--- src/rtl/inst_fetch.sv ---
// inst_fetch: instruction-fetch stage between the instruction ROM and decode.
//
// Holds the PC and presents it on the ROM address every cycle. When the
// buffer has room, it captures the returned word together with its PC into
// a DEPTH-entry FIFO. Decode drains the FIFO head through a valid/ready
// handshake. A branch redirect empties the FIFO and restarts fetch at the
// 8-byte-aligned target.
//
// Ports:
//   clk              clock, rising edge
//   rst              synchronous reset, active low
//   ce, addr         ROM chip enable (registered) and byte address (= PC)
//   inst_i           ROM data, combinational from addr
//   branch_flag_i    redirect request, ignored while ce is still 0
//   branch_target_i  redirect byte address (low three bits dropped)
//   id_valid_o       FIFO head valid
//   id_ready_i       decode consumes the head this cycle
//   id_inst_o        head instruction, 0 when empty
//   id_pc_o          head PC, 0 when empty

// One FIFO slot: a {pc, inst} register that is written when we is high.
module inst_fetch_slot #(
  parameter int ADDR_W = 32,
  parameter int INST_W = 64
) (
  input  logic              clk,
  input  logic              rst,
  input  logic              we,
  input  logic [ADDR_W-1:0] d_pc,
  input  logic [INST_W-1:0] d_inst,
  output logic [ADDR_W-1:0] q_pc,
  output logic [INST_W-1:0] q_inst
);

  always_ff @(posedge clk) begin
    if (!rst) begin
      q_pc   <= '0;
      q_inst <= '0;
    end else if (we) begin
      q_pc   <= d_pc;
      q_inst <= d_inst;
    end
  end

endmodule

module inst_fetch #(
  parameter int                ADDR_W   = 32,
  parameter int                INST_W   = 64,
  parameter logic [ADDR_W-1:0] RESET_PC = '0,
  parameter int                DEPTH    = 2
) (
  input  logic              clk,
  input  logic              rst,
  output logic              ce,
  output logic [ADDR_W-1:0] addr,
  input  logic [INST_W-1:0] inst_i,
  input  logic              branch_flag_i,
  input  logic [ADDR_W-1:0] branch_target_i,
  output logic              id_valid_o,
  input  logic              id_ready_i,
  output logic [INST_W-1:0] id_inst_o,
  output logic [ADDR_W-1:0] id_pc_o
);

  localparam int PTR_W = (DEPTH > 1) ? $clog2(DEPTH) : 1;
  // The count must represent DEPTH itself, so it needs one extra bit.
  localparam int CNT_W = PTR_W + 1;
  localparam logic [CNT_W-1:0]  FULL   = CNT_W'(DEPTH);
  localparam logic [ADDR_W-1:0] PC_INC = ADDR_W'(8);

  logic [ADDR_W-1:0] pc;
  logic [PTR_W-1:0]  wptr, rptr;
  logic [CNT_W-1:0]  count;

  logic pop, space, push, redirect;

  logic [DEPTH-1:0]             slot_we;
  logic [DEPTH-1:0][ADDR_W-1:0] slot_pc;
  logic [DEPTH-1:0][INST_W-1:0] slot_inst;

  assign addr       = pc;
  assign id_valid_o = (count != '0);

  assign pop      = id_valid_o & id_ready_i;
  // A pop frees a slot in the same cycle, so a full FIFO can still accept
  // a new word while decode is draining it.
  assign space    = (count < FULL) | pop;
  assign push     = ce & space & ~branch_flag_i;
  // ce is 0 only in the first cycle after reset. A branch seen in that
  // cycle is dropped.
  assign redirect = ce & branch_flag_i;

  always_ff @(posedge clk) begin
    if (!rst) begin
      pc    <= RESET_PC;
      ce    <= 1'b0;
      count <= '0;
      wptr  <= '0;
      rptr  <= '0;
    end else begin
      ce <= 1'b1;
      if (redirect) begin
        // Everything in flight belongs to the wrong path. A pop in this
        // cycle has already been taken by decode, so it is simply dropped
        // together with the rest of the FIFO.
        count <= '0;
        wptr  <= '0;
        rptr  <= '0;
        pc    <= {branch_target_i[ADDR_W-1:3], 3'b000};
      end else begin
        if (push) begin
          wptr <= wptr + PTR_W'(1);
          pc   <= pc + PC_INC;
        end
        if (pop)
          rptr <= rptr + PTR_W'(1);
        count <= count + CNT_W'(push) - CNT_W'(pop);
      end
    end
  end

  for (genvar g = 0; g < DEPTH; g++) begin : g_slot
    assign slot_we[g] = push & (wptr == PTR_W'(g));

    inst_fetch_slot #(
      .ADDR_W (ADDR_W),
      .INST_W (INST_W)
    ) u_slot (
      .clk    (clk),
      .rst    (rst),
      .we     (slot_we[g]),
      .d_pc   (pc),
      .d_inst (inst_i),
      .q_pc   (slot_pc[g]),
      .q_inst (slot_inst[g])
    );
  end

  // When the FIFO is empty the head outputs read as 0, even though the
  // slots may still hold stale data.
  assign id_inst_o = id_valid_o ? slot_inst[rptr] : '0;
  assign id_pc_o   = id_valid_o ? slot_pc[rptr]   : '0;

endmodule
--- config.mk ---
export PLATFORM = sky130hd
export DESIGN_NAME = inst_fetch
export DESIGN_NICKNAME = d
export VERILOG_FILES = /design/src/rtl/inst_fetch.sv
export SDC_FILE = /design/constraint.sdc
export NUM_CORES = 1
export LEC_CHECK = 0
export CORE_ASPECT_RATIO = 1.5
export CORE_MARGIN = 2
export CORE_UTILIZATION = 35
export CTS_BUF_LIST = sky130_fd_sc_hd__clkbuf_8
export CTS_CLUSTER_DIAMETER = 120
export DETAILED_ROUTE_END_ITERATION = 10
export GPL_TIMING_DRIVEN = 0
export PLACE_DENSITY = 0.69
export SLEW_MARGIN = 30
export SYNTH_ARGS = -nofsm -noshare
export SYNTH_HDL_FRONTEND = slang
export SYNTH_SLANG_ARGS = --single-unit
export TNS_END_PERCENT = 100
--- constraint.sdc ---
create_clock -name clk -period 2.4 [get_ports clk]
set_input_delay 0.36 -clock clk [delete_from_list [all_inputs] [get_ports clk]]
set_output_delay 0.36 -clock clk [all_outputs]
set_load 0.005 [all_outputs]
==> Word level (Yosys, flattened, before mapping) <==
Cells that the tools add are included.
{ "totals": {"regBits": 229, "latchBits": 0, "mem_bits_rw": 0, "romBits": 0, "in_bits": 100, "output_inout_bits": 130, "elab_cells": 39, "memories": 0} }
{ "op_classes": {"add_sub_neg": 5, "mul": 0, "div": 0, "n_lt_le_gt_ge": 2, "n_eq_ne": 0, "shift": 0, "muxes": 9, "n_bitwise": 10, "reduce_logical": 3} }
{ "ops": {"columns": ["op", "count"], "rows": [
  ["two-way mux 64 bit", 3],
  ["two-way mux 32 bit", 5],
  ["adder 32 x 4 -> 32 bit (second input constant)", 1],
  ["AND 1 bit", 6],
  ["nonzero test 2 bit", 2],
  ["NOT 1 bit", 3],
  ["adder 1 bit (second input constant)", 2],
  ["adder 2 x 1 -> 2 bit", 1],
  ["less-than comparator 1 x 2 -> 1 bit (second input constant)", 1],
  ["less-than comparator 2 bit (second input constant)", 1],
  ["OR reduction 2 bit", 1],
  ["subtractor 2 x 1 -> 2 bit", 1],
  ["two-way mux 1 bit", 1],
  ["OR 1 bit", 1]
]} }

==> Logic depth before layout (Yosys ltp) <==
Gate-level depths: netlist (run 1).
{ "logic_depth": {"depth_word": 7, "mapped_depth": 11, "ltp_nobuf": 9} }

==> Modules after synthesis <==
Synthesis (run 1) repeated with hierarchy kept, for this count alone.
{ "hier_totals": {"cells_unflattened": 1102, "hier_area_um2": 10856.7} }
{ "by_module_without_submodules": {"columns": ["module", "instances", "cells_each", "area_each_um2", "seq_area_each_um2"], "rows": [
  ["inst_fetch_slot", 2, 309, 3662.3, 1921.8],
  ["inst_fetch", 1, 484, 3532.1, 680.7]
]} }

==> Worst setup path after synthesis (run 1) <==
No wires, ideal clock.
{ "synth_path": {"path_type": "reg2reg", "startpoint": "register ce", "endpoint": "register count[1]", "setup_ps": 117, "t_arrival_ps": 1664, "t_required_ps": 2283, "slack_ps": 619, "stages_incl_launch_ff": 12, "n_path_buf": 2, "synth_period_minus_slack_ps": 1781, "path_cell_list": "dfxtp_1 -> buf_4 -> nand2b_2 -> nor2_1 -> inv_1 -> buf_2 -> ha_1 -> inv_1 -> ha_1 -> xor2_1 -> xnor2_1 -> nor2_1"} }
{ "synth_via": {"elab_chain_len": 4, "elab_cells_between_ends": 6, "classes_between": "2 x add/sub; 3 x bitwise; 1 x reduce/logical"} }
{ "synth_lines": {"columns": ["element", "line", "source"], "rows": [
  ["start: declaration", "55", "output logic ce,"],
  ["start signal: assignment", "97", "ce <= 1'b0;"],
  ["start signal: assignment", "102", "ce <= 1'b1;"],
  ["AND 1 bit (2 in a row)", "89", "assign push = ce & space & ~branch_flag_i;"],
  ["adder 2 x 1 -> 2 bit", "118", "count <= count + CNT_W'(push) - CNT_W'(pop);"],
  ["subtractor 2 x 1 -> 2 bit", "118", null],
  ["end signal: assignment", "118", null],
  ["end: declaration", "74", "logic [CNT_W-1:0] count;"]
]} }
Parallel ways exist; a longest one is shown, timed or not.
A chain may end at the register's enable or synchronous reset.

==> Worst setup path in the final report (run 1) <==
{ "layout_path": {"startpoint": "register rptr", "endpoint": "output id_inst_o[62]"} }
{ "layout_via": {"elab_chain_len": 3} }
{ "layout_lines": {"columns": ["element", "line", "source"], "rows": [
  ["start: declaration", "73", "logic [PTR_W-1:0] wptr, rptr;"],
  ["start signal: assignment", "117", "rptr <= rptr + PTR_W'(1);"],
  ["two-way mux 64 bit (implied by the code) (2 in a row)", "142", "assign id_inst_o = id_valid_o ? slot_inst[rptr] : '0;"],
  ["two-way mux 64 bit", "142", null],
  ["end: declaration", "62", "output logic [INST_W-1:0] id_inst_o,"]
]} }
Every way passes these cells. The select of a mux whose other input is x is not followed.

==> run metrics, run 1 <==
sequential share of the synthesized area 44.24%; layout net count 1,672; Wirelength per Cell 17.69 um; net load switching power 0.002419 W; Port Buffers 220; crit path max fanout 10; min Tclk post-route 2.365 ns; Starting Density 35.60%; GR Util met3 3.203%; Worst Path Arrival 2.00 ns; worst r2r path cells 11; setup ws final 0.03537 ns; TritonCTS Buffers 36; Largest stage delay, worst path 0.52 ns; busiest grt layer met2; worst slack at placement -0.4002 ns; CTS Buffer Depth 3; final setup violating endpoints 0; Lkg Pwr 5.601 nW; count of flip-flops with a built-in enable after synthesis 0; I/O pin count 230; vias after detailed routing 10,070; internal power 0.006299 W; crit share post-route 98.53%; Hold Crit Class in2reg; P&R area growth vs syn 41.01%; WHS 0.3199 ns; number of global-route vias before repair 10,060; WP data required 2.04 ns; Worst Clk Skew 0.01836 ns; status finished clean; DRT Pass-1 Iters 5; CP Capture Point id_inst_o[62]; total power draw 0.008718 W; met2 Usage GRT 41.18%; commonest non-fill, non-tap cell in the layout nand2_1; post-synthesis cell type count 57; CTS tree yes; Mean Syn Cell Area 7.705 sq um; HPWL Detailed 24,210 um; CP Launch Type flip-flop; worst reg2reg endpoint count[1]; Slew headroom 52.22%; num rows 75; Critical R2R Launch ce; Worst Setup End Kind output pin; H-Tree Depth 2; Final Hold Fails 0; largest net degree at the start of global routing 11; global-route wire length before repair 52,860 um; Logic pwr share 17.8%; Post-route DRC 0; clk root buf clkbuf_8; GPL Wtd Cong 0.9340; Netlist Area Pre-Place 0.009955 sq mm; clk slew on worst S/H paths 0.06 ns; Clk Latency, worst-skew pair 0.54 ns; die height 210.6 um; initial antenna violation count 1; register bit total from synthesis 220; die width 141.7 um; RSZ-0062 raised after global routing yes; CP Class reg2out; global route overflow 0; Crit-path slowest cell clkdlybuf4s50_1; Crit path top cell by count buf_12; reg-to-reg slack, setup 0.25 ns; Syn Inst Count 1,292; via density per instance 5.192; TritonCTS sink count 220; PwrDens 621.1 mW/mm^2; max_cap viols 0; VDD IR max 322.5 uV; switch share 27.75%; placeable core area 0.02796 sq mm; Sequential Power Share 44.8%; ys async rst share 0%; Clk pwr share 37.4%; met1 global-route usage 25.12%; Die Area 0.02983 sq mm; Setup TNS 0 ns; antenna viol nets, final 0; Least-Margin Pin Slew 0.7168 ns; final WL 34,320 um; proportion of layout cells with a drive suffix above 1 11.11%; Critical Path Source rptr; hold_buf cts 0; DR iter-0 viols 572; most frequent cells in the layout nand2_1, dfxtp_1, a21oi_1; Final Max Slew Viols 0; ys flop type dfxtp_1; fmax 422.9 MHz; Total GRT Usage 22.23%; CP cell instances buf_12 > buf_12 > mux2i_2 > nor2_2 > clkdlybuf4s50_1; Ys Warns 0
==> worst max-delay path: cells and delay by family, from the launching register on <==
| kind | cells | cell delay [ns] |
|---|---|---|
| flip-flops | 1 | 0.37 |
| buffers and inverters | 3 | 0.84 |
| multiplexers | 1 | 0.15 |
| AND/OR/NAND/NOR | 1 | 0.12 |
==> worst min path at each step <==
| stage | from | endpoint | slack [ns] | depth (start not counted) |
|---|---|---|---|---|
| 2_1_floorplan | rst | ce | 0.39 | 0 |
| 3_3_place_gp | g_slot[0].u_slot.q_pc[7] | g_slot[0].u_slot.q_pc[7] | 0.44 | 2 |
| 3_5_place_dp | g_slot[0].u_slot.q_inst[48] | g_slot[0].u_slot.q_inst[48] | 0.45 | 2 |
| 4_1_cts | rst | ce | 0.29 | 1 |
| 5_1_grt | rst | ce | 0.31 | 1 |
| 6_report | rst | ce | 0.32 | 1 |
==> synth_stat cells (6+ instances only) <==
library cell,instances,area share [%]
nand2_1,403,15
dfxtp_1,220,44
a21oi_1,191,9.6
nor2_1,100,3.8
mux2i_1,95,9.6
clkbuf_1,55,2.1
buf_2,37,1.9
a31oi_1,15,0.94
buf_4,14,1.1
or4_1,14,1.1
nand4_1,13,0.82
and3_1,9,0.57
nand3_1,9,0.45
o21ai_0,9,0.45
buf_1,7,0.26
nor3_1,7,0.35
o31ai_1,7,0.53
or3_1,7,0.44
o311ai_0,6,0.53
==> final cells by class <==
class / instances / area, sq um
timing repair buffer: 236 / 2476
clock buffer: 44 / 605.6
tap: 346 / 432.9
clock inverter: 18 / 102.6
multi-input combinational: 955 / 5197
buffer: 114 / 784.5
antenna: 1 / 2.502
fill: 2723 / 13930
inverter: 6 / 22.52
sequential: 220 / 4413
==> power groups by stage <==
stage                     logic (W)  registers [W]  clock network, W
after global routing        0.00167        0.00392           0.00351
after CTS                   0.00142        0.00390           0.00335
after global placement      0.00126        0.00397                 0
after detailed placement    0.00126        0.00397                 0
after floorplan            0.000657        0.00394                 0
final                       0.00155        0.00391           0.00326
==> per-stage QoR <==
step                      instance area [sq um]  instances  util [%]
after global placement                    12610       1863     45.09
after detailed placement                  12610       1863     45.09
final                                     14040       1940     50.20
after floorplan                            9973       1297         -
after CTS                                 13670       1926     48.89
after global routing                      14040       1940     50.20
==> per-layer routing <==
layer / part of all wire, % / routed length (um) / vias to the layer above
met2: 52 / 17850 / 371
met3: 5.5 / 1901 / 84
met5: 0 / 0 / -
li1: - / - / 4904
met1: 39 / 13270 / 4714
met4: 3.8 / 1297 / 0
==> kinds of logic after synthesis <==
| logic type | after synthesis | share of synthesized area [%] |
|---|---|---|
| XOR/XNOR | 6 | 0.5279 |
| other | 1 | 0.03767 |
| AO/OA/AOI/OAI | 261 | 14.84 |
| adder cells (fa/ha/maj) | 3 | 0.3771 |
| AND/OR/NAND/NOR | 584 | 24.66 |
| multiplexers | 95 | 9.553 |
| flip-flops | 220 | 44.24 |
| buffers and inverters | 122 | 5.757 |
==> registers in the layout (all words and copies together), names as in the netlist <==
signal and cells:
g_slot.u_slot.q_inst 128, g_slot.u_slot.q_pc 58, addr 29, count 2, ce 1, rptr 1
wptr 1
==> timing repair <==
action,in CTS,in global routing
resized for setup,103,83
setup buffers,2,12
pin swaps,2,1
cloned,0,2
setup endpoints to repair,93,61
hold endpoints to repair,0,0
No activity file was read; power rests on OpenSTA's default activity.
==> run 2: changes to the inputs <==
Clock period 2.4 ns to 2.5 ns, I/O delays scaled along.
==> run 2 against run 1 <==
Global-route usage shrank 0.086 points; clock power shrank 4%; final area shrank 3.8%; die area is the same; setup slack gained 0.034 ns; critical path type unchanged; power shrank 6.4%; first-iteration DRC count shrank 14%; cell count shrank 0.77%; combinational power shrank 17%; flip-flop and latch count is the same; largest power group unchanged; clock-buffer cell count is the same.
==> run metrics, run 2 (synthesis results as in run 1) <==
status finished clean (unchanged); Setup TNS 0 ns (unchanged); Worst Clk Skew 0.02121 ns (was 0.01836 ns); crit path max fanout 10 (unchanged); reg-to-reg slack, setup 0.34 ns (was 0.25 ns); Worst Setup End Kind output pin (unchanged); DR iter-0 viols 490 (was 572); max_cap viols 0 (unchanged); initial antenna violation count 1 (unchanged); antenna viol nets, final 0 (unchanged); TritonCTS Buffers 36 (unchanged); worst r2r path cells 7 (was 11); GPL Wtd Cong 0.9340 (unchanged); Lkg Pwr 4.491 nW (was 5.601 nW); worst reg2reg endpoint g_slot[0].u_slot.q_pc[22] (was count[1]); met3 WL post-DR 1863 um (was 1901 um); Hold Path Sink ce (unchanged); WP data required 2.12 ns (was 2.04 ns); Wirelength per Cell 17.48 um (was 17.69 um); number of global-route vias before repair 10,040 (was 10,060); min Tclk post-route 2.430 ns; Least-Margin Pin Slew 0.7030 ns (was 0.7168 ns); most frequent cells in the layout nand2_1, clkdlybuf4s50_1, dfxtp_1 (was nand2_1, dfxtp_1, a21oi_1); DR WL met2 17,360 um (was 17,850 um); TritonCTS sink count 220 (unchanged); min-delay src rst (unchanged); CP Class reg2out (unchanged); HPWL Detailed 24,210 um (unchanged); Port Buffers 220 (unchanged); via density per instance 5.163 (was 5.192); RSZ-0062 raised after global routing yes (unchanged); layout net count 1,657 (was 1,672); Total GRT Usage 22.15% (was 22.23%); Max Used Layer met4 (unchanged); placeable core area 0.02796 sq mm (unchanged); clk root buf clkbuf_8 (unchanged); DRT Pass-1 Iters 5 (unchanged); M1 WL 13,180 um (was 13,270 um); die height 210.6 um (unchanged); CP Launch Type flip-flop (unchanged); Hold Crit Class in2reg (unchanged); Final Hold Fails 0 (unchanged); Biggest register g_slot.u_slot.q_inst (unchanged); final WL 33,640 um (was 34,320 um); VDD IR max 313.1 uV (was 322.5 uV); final setup violating endpoints 0 (unchanged); global route overflow 0 (unchanged); vias after detailed routing 9,938 (was 10,070); Worst Path Arrival 2.06 ns (was 2.00 ns); Finished Core Util 48.29% (was 50.20%); num rows 75 (unchanged); largest net degree at the start of global routing 11 (unchanged); Clk Latency, worst-skew pair 0.53 ns (was 0.54 ns); Min-Delay Path Depth 1 (unchanged); global-route wire length before repair 52,540 um (was 52,860 um); CTS tree yes (unchanged); max reg flops 128 (unchanged); crit share post-route 97.21%; clk slew on worst S/H paths 0.06 ns (about the same); fillers 2,790 (was 2,723); Final Max Slew Viols 0 (unchanged); I/O pin count 230 (unchanged); CTS Buffer Depth 3 (unchanged); WHS 0.3290 ns (was 0.3199 ns); fmax 411.5 MHz; Slew headroom 53.13% (was 52.22%); Critical R2R Launch ce (unchanged); commonest non-fill, non-tap cell in the layout nand2_1 (unchanged); P&R area growth vs syn 35.65% (was 41.01%); Die Area 0.02983 sq mm (unchanged); proportion of layout cells with a drive suffix above 1 8.999% (was 11.11%); total power draw 0.008156 W (was 0.008718 W); H-Tree Depth 2 (unchanged); Post-route DRC 0 (unchanged); die width 141.7 um (unchanged); Starting Density 35.60% (unchanged); PwrDens 604.0 mW/mm^2 (was 621.1 mW/mm^2); hold_buf cts 0 (unchanged)
==> run 2: layout make-up <==
type / instances / area [sq um] / share of cell area (%)
timing repair buffer: 220 / 2205 / 16.33
inverter: 6 / 22.52 / 0.1668
buffer: 115 / 668.1 / 4.948
clock buffer: 44 / 605.6 / 4.485
multi-input combinational: 955 / 5052 / 37.42
antenna: 1 / 2.502 / 0.01853
sequential: 220 / 4412 / 32.67
clock inverter: 18 / 102.6 / 0.7598
tap: 346 / 432.9 / 3.206
==> run 2: power breakdown <==
| group | switching, W | internal (W) | leakage [nW] |
|---|---|---|---|
| clock | 0.00144 | 0.00169 | 0.409 |
| combinational | 0.000704 | 0.000576 | 2.29 |
| sequential | 0.000114 | 0.00363 | 1.79 |
==> run 2: how the worst max path moves through the flow <==
stage / to / slack (ns) / start / cells after the start
after floorplan: count[1] / 0.72 / ce / 11
after global placement: id_pc_o[19] / -0.40 / count[1] / 5
after detailed placement: id_pc_o[20] / -0.32 / count[1] / 5
after CTS: id_pc_o[3] / -0.009 / count[1] / 5
after global routing: id_inst_o[43] / -0.01 / count[1] / 5
final: id_inst_o[62] / 0.07 / rptr / 5
==> run 2: critical path, cell delays in order, from the launching register on <==
cell	delay [ns]
dfxtp_4	0.39
buf_12	0.16
buf_8	0.17
mux2i_2	0.28
nor2_2	0.07
clkdlybuf4s50_1	0.45
==> run 2: per-layer routing <==
metal | vias to the layer above | track usage (%)
met5 | - | 0
met4 | 0 | 9.862
met3 | 77 | 3.135
met2 | 341 | 40.93
met1 | 4652 | 25.02
li1 | 4868 | -
==> run 2: metrics by stage <==
step / std cells / area [sq um] / setup slack (ns)
after floorplan: 1297 / 9973 / 0.7193
after global placement: 1863 / 12610 / -0.4002
after detailed placement: 1863 / 12610 / -0.3152
after CTS: 1924 / 13460 / -0.009222
after global routing: 1925 / 13500 / -0.01296
final: 1925 / 13500 / 0.06975
==> run 2: what timing repair did <==
action                                  CTS  global route
endpoints found under the setup margin   93            63
gates resized for setup                  56            20
hold endpoints to repair                  0             0
setup buffers                             0             0
==> run 3: changes to the inputs <==
Settings changed: CAP_MARGIN set to 5, MAX_ROUTING_LAYER set to met4.
==> run 3 against run 2 <==
Non-clock buffer count stayed put; combinational power about the same; setup slack better by 0.015 ns; die area unchanged; final area grew 0.48%; global-route usage increased by 0.60 points; power grew 0.68%; clock-buffer cell count is 4 higher; clock skew decreased by 0.0065 ns; register-to-register slack gained 0.03 ns; critical path depth is the same; largest cell class unchanged; highest routed layer unchanged.
==> run metrics, run 3 (synthesis results as in run 1) <==
H-Tree Depth 2 (unchanged); Worst Clk Skew 0.01467 ns (was 0.02121 ns); TritonCTS Buffers 37 (was 36); most frequent cells in the layout nand2_1, clkdlybuf4s50_1, dfxtp_1 (unchanged); P&R area growth vs syn 36.30% (was 35.65%); die width 141.7 um (unchanged); max_cap viols 0 (unchanged); Clk Latency, worst-skew pair 0.52 ns (was 0.53 ns); Slew headroom 53.19% (was 53.13%); PwrDens 605.3 mW/mm^2 (was 604.0 mW/mm^2); Final Hold Fails 0 (unchanged); number of global-route vias before repair 9,963 (was 10,040); largest net degree at the start of global routing 11 (unchanged); Worst Setup End Kind output pin (unchanged); CP Launch Type flip-flop (unchanged); hold_buf cts 0 (unchanged); global-route wire length before repair 52,700 um (was 52,540 um); global route overflow 0 (unchanged); Total GRT Usage 22.75% (was 22.15%); Least-Margin Pin Slew 0.7021 ns (was 0.7030 ns); status finished clean (unchanged); min Tclk post-route 2.415 ns (was 2.430 ns); DRT Pass-1 Iters 5 (unchanged); Starting Density 35.60% (unchanged); Hold Crit Class in2reg (unchanged); max reg flops 128 (unchanged); VDD IR max 309.9 uV (was 313.1 uV); DR iter-0 viols 512 (was 490); initial antenna violation count 1 (unchanged); via density per instance 5.176 (was 5.163); WHS 0.3443 ns (was 0.3290 ns); final WL 33,600 um (was 33,640 um); commonest non-fill, non-tap cell in the layout nand2_1 (unchanged); crit path max fanout 10 (unchanged); setup ws final 0.08492 ns (was 0.06975 ns); final setup violating endpoints 0 (unchanged); die height 210.6 um (unchanged); TritonCTS sink count 220 (unchanged); Worst Path Arrival 2.04 ns (was 2.06 ns); clk root buf clkbuf_8 (unchanged); fmax 414.1 MHz (was 411.5 MHz); clk slew on worst S/H paths 0.06 ns (about the same); CP Class reg2out (unchanged); Setup Fix Bufs, Post-CTS 0 (unchanged); Final Max Slew Viols 0 (unchanged); proportion of layout cells with a drive suffix above 1 9.563% (was 8.999%); layout net count 1,658 (was 1,657); Port Buffers 220 (unchanged); Biggest register g_slot.u_slot.q_inst (unchanged); RSZ-0062 raised after global routing no (was yes); HPWL Detailed 24,260 um (was 24,210 um); Post-route DRC 0 (unchanged); CTS tree yes (unchanged); worst slack at placement -0.3698 ns (was -0.3152 ns); fillers 2,817 (was 2,790); Lkg Pwr 4.509 nW (was 4.491 nW); GPL Wtd Cong 0.9389 (was 0.9340); vias after detailed routing 9,969 (was 9,938); WP data required 2.12 ns (about the same); crit share post-route 96.60% (was 97.21%); Die Area 0.02983 sq mm (unchanged); placeable core area 0.02796 sq mm (unchanged); Wirelength per Cell 17.44 um (was 17.48 um); num rows 75 (unchanged); I/O pin count 230 (unchanged); CTS Buffer Depth 3 (unchanged); antenna viol nets, final 0 (unchanged)
run 3: critical path, cell delays in order, from the launching register on:
cell and delay (ns):
dfxtp_4 0.37, buf_12 0.16, buf_12 0.16, mux2i_4 0.19, nor2_1 0.11, clkdlybuf4s50_1 0.53
run 3: repair_timing:
action / 4_1_cts / 5_1_grt
setup endpoints to repair: 93 / 71
resized for setup: 56 / 29
pin swaps: 0 / 1
endpoints found under the hold margin: 0 / 0
run 3: cell type report:
type	count	area, sq um	share of cell area [%]
multi-input combinational	955	5081	37.45
sequential	220	4412	32.52
timing repair buffer	220	2205	16.25
buffer	115	689.4	5.081
clock buffer	48	660.6	4.869
tap	346	432.9	3.191
clock inverter	15	62.56	0.4611
inverter	6	22.52	0.1660
antenna	1	2.502	0.01844
run 3: routing by layer:
layer  wire [um]  global-route usage (%)  up-vias
met3        1828                   2.635       69
met2       17280                   40.44      369
met5           0                       -        -
li1            -                       -     4862
met1       13390                   25.84     4669
met4        1101                   9.379        0
run 3: final timing paths:
check / slack (ns) / to / depth (start not counted) / from
hold / removal: 0.34 / ce / 1 / rst
setup reg to reg: 0.37 / g_slot[0].u_slot.q_pc[21] / 7 / ce
hold reg to reg: 0.45 / g_slot[0].u_slot.q_inst[35] / 2 / g_slot[0].u_slot.q_inst[35]
setup / recovery: 0.08 / id_pc_o[30] / 5 / rptr
run 3: where the power goes:
| group | switching (W) | leakage, nW | internal (W) |
|---|---|---|---|
| combinational | 0.000708 | 2.30 | 0.000588 |
| clock | 0.00146 | 0.417 | 0.00171 |
| sequential | 0.000114 | 1.79 | 0.00363 |
run 3: through the flow:
stage               util, %  std cells  instance area [sq um]  total power, W  TNS (ns)
CTS                   48.21       1925                  13480        0.008258         0
detailed placement    45.09       1863                  12610        0.005023    -36.59
global route          48.52       1926                  13570        0.008557         0
floorplan                 -       1297                   9973        0.004412         0
global placement      45.09       1863                  12610        0.005018    -32.82
finish                48.52       1926                  13570        0.008212         0
